## config.mk

```make
export PLATFORM = sky130hd
export DESIGN_NAME = insn_fetch_queue
export DESIGN_NICKNAME = d
export VERILOG_FILES = /design/src/rtl/insn_fetch_queue_pkg.sv /design/src/rtl/insn_fetch_queue_sync_fifo.sv /design/src/rtl/insn_fetch_queue.sv
export SDC_FILE = /design/constraint.sdc
export NUM_CORES = 1
export LEC_CHECK = 0
export ABC_AREA = 1
export BUFFER_PORTS_ARGS = -buffer_cell sky130_fd_sc_hd__buf_4
export CAP_MARGIN = 10
export CELL_PAD_IN_SITES_DETAIL_PLACEMENT = 1
export CELL_PAD_IN_SITES_GLOBAL_PLACEMENT = 1
export CORE_ASPECT_RATIO = 1.75
export CORE_MARGIN = 2
export CORE_UTILIZATION = 42
export CTS_BUF_LIST = sky130_fd_sc_hd__clkbuf_4
export CTS_CLUSTER_DIAMETER = 60
export DETAILED_ROUTE_END_ITERATION = 10
export PLACE_DENSITY_LB_ADDON = 0.1
export SYNTH_ARGS = -nofsm -noshare
export SYNTH_HDL_FRONTEND = slang
export SYNTH_SLANG_ARGS = --single-unit
```

## constraint.sdc

```tcl
create_clock -name clk -period 4.05 [get_ports clk]
set_input_delay 0.405 -clock clk [delete_from_list [all_inputs] [get_ports clk]]
set_output_delay 0.405 -clock clk [all_outputs]
set_load 0.01 [all_outputs]
```

## src/rtl/insn_fetch_queue_pkg.sv

```systemverilog
// Shared instruction-format definitions for the fetch queue and the decoder.
// Opcode field position, opcode codes, address width and the fetch FSM states.
package insn_fetch_queue_pkg;

  localparam int IMEM_AW = 13;
  localparam int INSN_DW = 32;
  localparam int OPC_MSB = 31;
  localparam int OPC_LSB = 27;

  localparam logic [4:0] OP_NOP   = 5'h00;
  localparam logic [4:0] OP_LOAD  = 5'h01;
  localparam logic [4:0] OP_STORE = 5'h02;
  localparam logic [4:0] OP_MAC   = 5'h03;
  localparam logic [4:0] OP_ACT   = 5'h04;
  localparam logic [4:0] OP_SYNC  = 5'h05;
  localparam logic [4:0] OP_EOC   = 5'h1F;

  typedef enum logic [1:0] {
    ST_IDLE  = 2'd0,
    ST_FETCH = 2'd1,
    ST_DRAIN = 2'd2,
    ST_HALT  = 2'd3
  } fetch_state_t;

  function automatic logic [4:0] insn_opcode(input logic [INSN_DW-1:0] insn);
    return insn[OPC_MSB:OPC_LSB];
  endfunction

endpackage

```

## src/rtl/insn_fetch_queue_sync_fifo.sv

```systemverilog
// Registered (non fall-through) FIFO with occupancy count and synchronous clear.
// Clear wipes storage too, so the head reads as zero after reset or flush.
module sync_fifo #(
  parameter int DEPTH = 4,
  parameter int W     = 45
) (
  input  logic                     clk,
  input  logic                     rst,
  input  logic                     clr,
  input  logic                     push,
  input  logic [W-1:0]             push_data,
  input  logic                     pop,
  output logic [W-1:0]             head,
  output logic [$clog2(DEPTH):0]   count
);
  localparam int PW = $clog2(DEPTH);

  logic [W-1:0]  mem_r [DEPTH];
  logic [PW-1:0] wr_ptr_r;
  logic [PW-1:0] rd_ptr_r;
  logic [PW:0]   count_r;

  // Storage, pointers and occupancy; push and pop in one cycle leave count unchanged
  always_ff @(posedge clk) begin
    if (rst || clr) begin
      for (int i = 0; i < DEPTH; i++) begin
        mem_r[i] <= {W{1'b0}};
      end
      wr_ptr_r <= {PW{1'b0}};
      rd_ptr_r <= {PW{1'b0}};
      count_r  <= {(PW+1){1'b0}};
    end else begin
      if (push) begin
        mem_r[wr_ptr_r] <= push_data;
        wr_ptr_r        <= wr_ptr_r + {{(PW-1){1'b0}}, 1'b1};
      end
      if (pop) begin
        rd_ptr_r <= rd_ptr_r + {{(PW-1){1'b0}}, 1'b1};
      end
      case ({push, pop})
        2'b10:   count_r <= count_r + {{PW{1'b0}}, 1'b1};
        2'b01:   count_r <= count_r - {{PW{1'b0}}, 1'b1};
        default: count_r <= count_r;
      endcase
    end
  end

  assign head  = mem_r[rd_ptr_r];
  assign count = count_r;

endmodule

```

## src/rtl/insn_fetch_queue.sv

```systemverilog
// Instruction prefetch queue: sequential reads from a 1-cycle SRAM into a small
// FIFO, handed to the decoder over valid/ready, stopping after the EOC word.
module insn_fetch_queue
  import insn_fetch_queue_pkg::*;
#(
  parameter int DEPTH = 4,
  parameter int AW    = IMEM_AW,
  parameter int DW    = INSN_DW
) (
  input  logic          clk,
  input  logic          rst,
  input  logic          start,
  input  logic [AW-1:0] start_addr,
  input  logic          flush,
  output logic          imem_ren,
  output logic [AW-1:0] imem_addr,
  input  logic [DW-1:0] imem_rdata,
  output logic          insn_valid,
  output logic [DW-1:0] insn_data,
  output logic [AW-1:0] insn_addr,
  input  logic          insn_ready,
  output logic          busy,
  output logic          halted
);
  localparam int CW = $clog2(DEPTH) + 1;
  localparam int EW = DW + AW;

  fetch_state_t  state_r, state_nxt_s;
  logic [AW-1:0] fptr_r, fptr_base_s, raddr_r, ret_addr_r;
  logic          ren_r, inflight_r, busy_r, halted_r;
  logic          start_go_s, push_s, pop_s, clr_s, eoc_ret_s, head_eoc_s, ren_nxt_s;
  logic [CW-1:0] count_s;
  logic [CW:0]   occ_nxt_s;
  logic [EW-1:0] head_s;

  // A return is only accepted while fetching; this drops the one read issued
  // alongside the EOC return, and inflight_r cleared by flush kills the other.
  assign clr_s      = rst | flush;
  assign push_s     = inflight_r & (state_r == ST_FETCH);
  assign eoc_ret_s  = push_s & (insn_opcode(imem_rdata) == OP_EOC);
  assign insn_valid = (count_s != {CW{1'b0}});
  assign pop_s      = insn_valid & insn_ready;
  assign head_eoc_s = (insn_opcode(head_s[EW-1:AW]) == OP_EOC);

  sync_fifo #(
    .DEPTH (DEPTH),
    .W     (EW)
  ) u_fifo (
    .clk       (clk),
    .rst       (rst),
    .clr       (flush),
    .push      (push_s),
    .push_data ({imem_rdata, ret_addr_r}),
    .pop       (pop_s),
    .head      (head_s),
    .count     (count_s)
  );

  // Next state, and whether a read is issued next cycle (occupancy counts the in-flight read)
  always_comb begin
    state_nxt_s = state_r;
    start_go_s  = 1'b0;
    if (flush) begin
      state_nxt_s = ST_IDLE;
    end else begin
      case (state_r)
        ST_IDLE, ST_HALT: begin
          if (start) begin
            state_nxt_s = ST_FETCH;
            start_go_s  = 1'b1;
          end else begin
            state_nxt_s = state_r;
          end
        end
        ST_FETCH: begin
          if (eoc_ret_s) begin
            state_nxt_s = ST_DRAIN;
          end else begin
            state_nxt_s = ST_FETCH;
          end
        end
        ST_DRAIN: begin
          if (pop_s && head_eoc_s) begin
            state_nxt_s = ST_HALT;
          end else begin
            state_nxt_s = ST_DRAIN;
          end
        end
        default: state_nxt_s = ST_IDLE;
      endcase
    end
    fptr_base_s = start_go_s ? start_addr : fptr_r;
    occ_nxt_s   = {1'b0, count_s} + {{CW{1'b0}}, push_s} - {{CW{1'b0}}, pop_s}
                + {{CW{1'b0}}, ren_r};
    ren_nxt_s   = (state_nxt_s == ST_FETCH) && (occ_nxt_s < (CW+1)'(DEPTH));
  end

  // FSM state, fetch pointer, read pipeline and registered status outputs
  always_ff @(posedge clk) begin
    if (clr_s) begin
      state_r    <= ST_IDLE;
      fptr_r     <= {AW{1'b0}};
      raddr_r    <= {AW{1'b0}};
      ret_addr_r <= {AW{1'b0}};
      ren_r      <= 1'b0;
      inflight_r <= 1'b0;
      busy_r     <= 1'b0;
      halted_r   <= 1'b0;
    end else begin
      state_r    <= state_nxt_s;
      ren_r      <= ren_nxt_s;
      inflight_r <= ren_r;
      ret_addr_r <= raddr_r;
      busy_r     <= (state_nxt_s == ST_FETCH) || (state_nxt_s == ST_DRAIN);
      halted_r   <= (state_nxt_s == ST_HALT);
      if (ren_nxt_s) begin
        raddr_r <= fptr_base_s;
        fptr_r  <= fptr_base_s + {{(AW-1){1'b0}}, 1'b1};
      end else begin
        raddr_r <= raddr_r;
        fptr_r  <= fptr_base_s;
      end
    end
  end

  assign imem_ren  = ren_r;
  assign imem_addr = raddr_r;
  assign insn_data = head_s[EW-1:AW];
  assign insn_addr = head_s[AW-1:0];
  assign busy      = busy_r;
  assign halted    = halted_r;

endmodule

```

==> results.yml, run 1 <==
power_and_ir_drop:
  pwr-share-seq_pct: 56.4
  p_sw_share_pct: 22.9
  combPwrFrac_pct: 6.0
  power_density_nw_per_um2: 396
  switching_power_uw: 1090
  p_leak_uw: 0.00495
  vdd_drop_max_uv: 164
  p_clk_share_pct: 37.6
  p_int_uw: 3670
cells_and_area:
  post_route_cells_drive_above_1_share_pct: 20.2
  synthToLayoutAreaGrowth_pct: 17.7
  final_cell_area_sq_um: 12000
  fill_cells: 2816
  seq_area_sq_um: 6490
  multi_input_area_sq_um: 2940
  layout.nets: 1262
worst_setup_path:
  worst_ep_required_time_ns: 4.58
  crit_fanout: 21
  arrival_ns: 3.67
  crit_type: "flop to flop"
  end_kind: "flop"
  start_kind: "flop"
  r2r_cells: 17
placement:
  routabilityCongestion: 0.796
  numPortBuffers: 111
  dpl-instance-area_sq_um: 11400
  place_hpwl_mm: 17.0
  pre_cts_ws_ns: 0.956
detailed_routing:
  dr.pass1.iters: 5
  via_count: 7820
  drtIter0Drc: 318
  vias_per_cell: 5.05
  postRouteAntennaNets: 0
  drt_drc_violations_left: 0
  wl_per_cell_microns: 17.5
  wl_mm: 27.1
floorplanning:
  pin_count: 112
  die_w_microns: 122
  fp.dieArea_sq_um: 25700
  rows: 75
  start_util_pct: 42.7
  die_h_microns: 210
  coreArea_sq_um: 23900
sta:
  final-hold-violation-count: 0
  finalSetupViolCount: 0
  slew_headroom_pct: 28.1
  tns_ns: 0
  slew_violations: 0
  fin_ws_ns: 0.915
  period_needed_ns: 3.13
  rsz0062_at_grt: "no"
  worst_pin_slew_ns: 1.08
  fin_skew_ns: 0.0267
  post-route-period-util_pct: 77.4
  clock.fmax_mhz: 319
worst_hold_path:
  hold_start: "imem_rdata[21]"
  min_path_type: "input port to flop"
  hold_path_depth: 3
cts:
  path_clk_slew_ns: 0.07
  numCtsBuffers: 52
  htree_num_levels: 2
  clockBufferDepth: 3
  clock_sinks: 234
  cts_resized: 0
  cts_root_buf: "clkbuf_4"
  cts_tree: "built"
  clkLatencyLatePin_ns: 0.65
grt:
  grt_max_degree: 58
  first_global_vias: 8366
  grt_remaining_overflow: 0
  track_usage_pct: 21.4
  grt_first_pass_wirelength_mm: 42.1
  antenna_found_initial: 1
logic_synthesis:
  postSynthCellCount: 1072
  yosys_warnings: 0
  synth-seq-area-share_pct: 63.5
  synthDistinctLibCells: 31
  syn_area_sq_um: 10200
  ys_seq_elements: 234
  syn_area_per_cell_sq_um: 9.54
  synth_nets: 1132
run:
  drv_cap: 0
run_status:
  status: "completed"
per-stage QoR:
step / std cells / util, % / hold WS, ns / total power (uW)
6_report: 1548 / 50.3 / 0.0675 / 4760
5_1_grt: 1548 / 50.3 / 0.0432 / 4960
4_1_cts: 1547 / 50.3 / 0.0137 / 4830
3_5_place_dp: 1455 / 47.5 / 0.455 / 3030
3_3_place_gp: 1455 / 47.5 / 0.451 / 3020
2_1_floorplan: 1072 / - / 0.436 / 2880
cells in the final DEF, fill, tap and decap left out, types with 2 or more instances in the layout:
| cell type | count |
|---|---|
| edfxtp_1 | 180 |
| inv_1 | 151 |
| nor2_1 | 297 |
| clkinv_1 | 8 |
| nand4_1 | 7 |
| o31ai_1 | 2 |
| nand2_2 | 13 |
| nor3_1 | 2 |
| o22ai_1 | 40 |
| inv_2 | 9 |
| nand3_4 | 2 |
| nand3_2 | 3 |
| a21oi_1 | 20 |
| a22oi_1 | 6 |
| clkbuf_4 | 81 |
| nor2_2 | 2 |
| o21ai_4 | 2 |
| buf_4 | 127 |
| nand2_1 | 87 |
| o21ai_1 | 5 |
| nand3_1 | 19 |
| clkinv_2 | 2 |
| ha_1 | 9 |
| dfxtp_1 | 52 |
| nor2_4 | 5 |
| o21ai_2 | 2 |
| o21ai_0 | 100 |
worst max-delay path, stage by stage, from the launching register on:
cell and delay [ns]:
dfxtp_2 0.60, inv_1 0.42, nand3_1 0.20, nand2_1 0.09
nor3_1 0.14, nand4_1 0.14, nand2_1 0.09, nand2_1 0.07
inv_1 0.08, ha_1 0.15, nand2_1 0.06, nor2_1 0.10
nand2_1 0.10, nor2_4 0.19, buf_4 0.28, nand3_2 0.12
o21ai_1 0.13, nor2_1 0.06
area by class of cell:
type | count | area share [%]
diodes | 1 | 0.0208
clock buffers | 81 | 5.06
clock inverters | 10 | 0.333
inverters | 160 | 4.99
multi-input cells | 626 | 24.4
flip-flops and latches | 234 | 54.0
well taps | 308 | 3.20
repair buffers | 128 | 8.01
kinds of logic (layout without fill, tap and decap cells):
group           after synthesis  count (layout)  synth area share [%]
fa+ha+maj                    10              10                  1.30
simple gates                437             437                  17.6
buf+inv                     212             379                  8.08
other cells                   0               1                     0
flops                       234             234                  63.5
compound gates              179             179                  9.56
synth_stat cells (all sizes together):
cell	number	area, sq um
o31ai	2	15.0
o21bai	1	7.51
fa	1	20.0
edfxtp	180	5410
a21oi	20	100
inv	160	601
dfxtp	54	1080
o21ai	109	553
a22oi	6	45.0
a31oi	1	6.26
nand3	24	160
buf	18	96.4
nand2	100	405
nor2	304	1180
ha	9	113
nor3	2	10.0
nand4	7	43.8
clkbuf	34	129
o22ai	40	250
what timing repair did:
action,4_1_cts,5_1_grt
buffers inserted,0,0
hold endpoints to repair,2,0
hold buffers,1,0
worst paths after layout:
check | to | slack (ns)
max | fptr_r[10]$_SDFF_PP0_ | 0.92
min | u_fifo.mem_r[0][34]$_SDFFCE_PN0P_ | 0.07
max reg2reg | fptr_r[10]$_SDFF_PP0_ | 0.92
min reg2reg | ret_addr_r[5]$_SDFF_PP0_ | 0.47
registers in the layout, summed over array words and instances, names as in the netlist, named ones only:
signal	count
imem_addr	13
busy	1
u_fifo.count	3
inflight_r	1
fptr_r	13
u_fifo.wr_ptr_r	2
u_fifo.mem_r	180
u_fifo.rd_ptr_r	2
halted	1
ret_addr_r	13
imem_ren	1
state_r	2
per-layer routing:
metal / wire (microns) / vias up / part of all wire [%] / global-route usage (%)
li1: - / 3789 / - / -
met1: 10300 / 3833 / 38 / 22.5
met2: 15200 / 157 / 56 / 41.4
met3: 1030 / 41 / 3.8 / 3.54
met4: 656 / 0 / 2.4 / 8.16
met5: 0 / - / 0 / 0
power groups by stage:
stage          Clock, uW  Combinational [uW]  Sequential (uW)
6_report            1790                 286             2690
5_1_grt             1950                 314             2690
4_1_cts             1850                 292             2690
3_5_place_dp           0                 290             2740
3_3_place_gp           0                 288             2740
2_1_floorplan          0                 145             2740
(Power assumes the default switching activity.)
==> inputs of run 2 (changes only) <==
- ABC_AREA: 1 -> 0
- CORE_UTILIZATION: 42 -> 45
- clock period: 4.05 -> 2.8 ns (I/O delays scaled with it)
==> results.yml, run 2 <==
sta:
  fin_skew_ns: 0.0192
  period_needed_ns: 2.69
  post-route-period-util_pct: 96.2
  slew_headroom_pct: 49.8
  finalSetupViolCount: 0
  fin_ws_ns: 0.107
  worst_pin_slew_ns: 0.751
  rsz0062_at_grt: "yes"
  slew_violations: 0
  final-hold-violation-count: 0
  tns_ns: 0
  clock.fmax_mhz: 371
worst_setup_path:
  crit_chain: "mux4_2, nand4_1, nor2_1, a211oi_2, nor3_1, ha_1, and3_4, o21a_1, buf_12, or2_0, a21oi_1"
  crit_type: "flop to flop"
  crit_fanout: 36
  path_buf_inv: 1
  worst_ep_required_time_ns: 3.38
  critPathTopFamily: "simple AND/OR/NAND/NOR gates"
  arrival_ns: 3.27
  critPathMaxStageDelay_ns: 0.55
  cpMaxStageDelayCell: "mux4_2"
  end_kind: "flop"
  start_kind: "flop"
cells_and_area:
  regMostFlops: "u_fifo.mem_r"
  instances_no_fill: 1264
  post_route_cells_drive_above_1_share_pct: 31.1
  synthToLayoutAreaGrowth_pct: 24.0
  final_cell_area_sq_um: 12500
  final_common_cell: "edfxtp_1"
  mostFrequentLayoutCells: "180 x edfxtp_1, 127 x buf_4, 123 x nor2_1"
  layout.nets: 991
  largest_reg_flops: 180
  fill_cells: 2250
cts:
  clock_sinks: 234
  cts_tree: "built"
  clkLatencyLatePin_ns: 0.66
  path_clk_slew_ns: 0.08
  cts_root_buf: "clkbuf_4"
  clockBufferDepth: 3
  htree_num_levels: 2
  numCtsBuffers: 53
grt:
  first_global_vias: 7629
  grt_max_degree: 46
  grt_first_pass_wirelength_mm: 39.6
  grt_remaining_overflow: 0
  antenna_found_initial: 1
  track_usage_pct: 21.9
placement:
  routabilityCongestion: 0.745
  numPortBuffers: 111
  place_hpwl_mm: 15.1
  pre_cts_ws_ns: -0.0428
  dpl-instance-area_sq_um: 11300
  dp_cells: 1127
worst_hold_path:
  min_path_type: "input port to flop"
  hold_start: "flush"
logic_synthesis:
  postSynthCellCount: 742
  yosys_warnings: 0
  yosys.area_share.adder_pct: 1.32
  netlist_top_cells_count: "180 x edfxtp_1, 123 x nor2_1, 62 x and2_1, 60 x inv_1, 55 x nand2_1"
  synth_nets: 802
  synth_top_family_by_area: "simple AND/OR/NAND/NOR gates"
  synth_simple_gate_area_share_pct: 13.8
  synth_top_area_cell: "edfxtp_1"
  syn_area_sq_um: 10100
  synth-xor-area-share_pct: 0.783
  synth_mux_area_share_pct: 12.0
  synth-seq-area-share_pct: 64.4
  yosysMostFrequentCell: "edfxtp_1"
  synthFlopType: "edfxtp_1"
  synthDistinctLibCells: 54
  synth_edf_count: 180
  async_reset_ff_share_pct: 0
  synth_compound_area_share_pct: 3.54
  synthTopCellsByArea: "edfxtp_1 54%, dfxtp_1 11%, mux4_2 10%, nor2_1 4.6%, and2_1 3.9%"
  netlist.area_leader.share_pct: 53.7
  ys_seq_elements: 234
  syn_area_per_cell_sq_um: 13.6
floorplanning:
  die_w_microns: 117
  start_util_pct: 45.6
  fp.dieArea_sq_um: 23600
  rows: 72
  pin_count: 112
  coreArea_sq_um: 22100
  die_h_microns: 202
detailed_routing:
  via_count: 6496
  wl_per_cell_microns: 19.6
  dr.pass1.iters: 4
  wl_mm: 24.8
  postRouteAntennaNets: 0
  drtIter0Drc: 265
  vias_per_cell: 5.14
  drt_drc_violations_left: 0
run_status:
  status: "completed"
power_and_ir_drop:
  power_density_nw_per_um2: 570
  power_uw: 7120
  vdd_drop_max_uv: 243
  p_leak_uw: 0.00510
run:
  drv_cap: 0
[run 2: final cells by class]
cell class                      count  area (sq um)  area share [%]
Multi-Input combinational cell    408          3230            25.9
Clock buffer                       84           631            5.05
Antenna cell                        1          2.50          0.0200
Clock inverter                      7          53.8           0.431
Tap cell                          296           370            2.97
Timing Repair Buffer              174          1470            11.8
Sequential cell                   234          6490            52.0
Inverter                           60           225            1.80
[run 2: worst min-delay path, delay by kind of cell]
kind          cells  cell delay (ns)
simple gates      2             0.26
buf+inv           1             0.10
[run 2: repair_timing]
item | in CTS | in global routing
gates cloned | 0 | 0
endpoints found under the setup margin | 8 | 24
pin swaps | 0 | 2
buffers inserted | 0 | 4
gates resized for setup | 2 | 6
endpoints found under the hold margin | 132 | 0
hold buffers | 42 | 0
[run 2: metal layers]
metal	global-route usage (%)	vias up	share of wire, %
li1	-	3027	-
met2	41.7	142	58
met1	23.9	3290	37
met3	3.63	37	3.6
met4	7.52	0	1.7
met5	0	-	0
[run 2: kinds of logic after synthesis]
| family | after synthesis |
|---|---|
| buf+inv | 100 |
| xor+xnor | 9 |
| mux | 61 |
| fa+ha+maj | 10 |
| compound gates | 42 |
| flops | 234 |
| simple gates | 286 |
[run 2: final timing paths]
| check | slack [ns] | cells after the start | endpoint |
|---|---|---|---|
| worst max-delay path | 0.11 | 11 | fptr_r[1]$_SDFF_PP0_ |
| worst min-delay path | 0.04 | 3 | u_fifo.wr_ptr_r[1]$_SDFFE_PP0P_ |
| worst max register to register | 0.11 | 11 | fptr_r[1]$_SDFF_PP0_ |
| worst min register to register | 0.50 | 1 | ret_addr_r[8]$_SDFF_PP0_ |
[run 2: through the flow]
stage | utilization [%] | hold slack [ns]
3_3_place_gp | 51.3 | 0.477
5_1_grt | 56.6 | 0.0126
6_report | 56.6 | 0.0412
4_1_cts | 56.3 | 0.00250
2_1_floorplan | - | 0.352
3_5_place_dp | 51.3 | 0.467
[run 2: power by group]
part,leakage (uW),internal [uW],total (uW),switching (uW)
sequential,0.00244,3850,3890,45.2
combinational,0.00225,243,496,253
clock,0.000412,1440,2730,1290
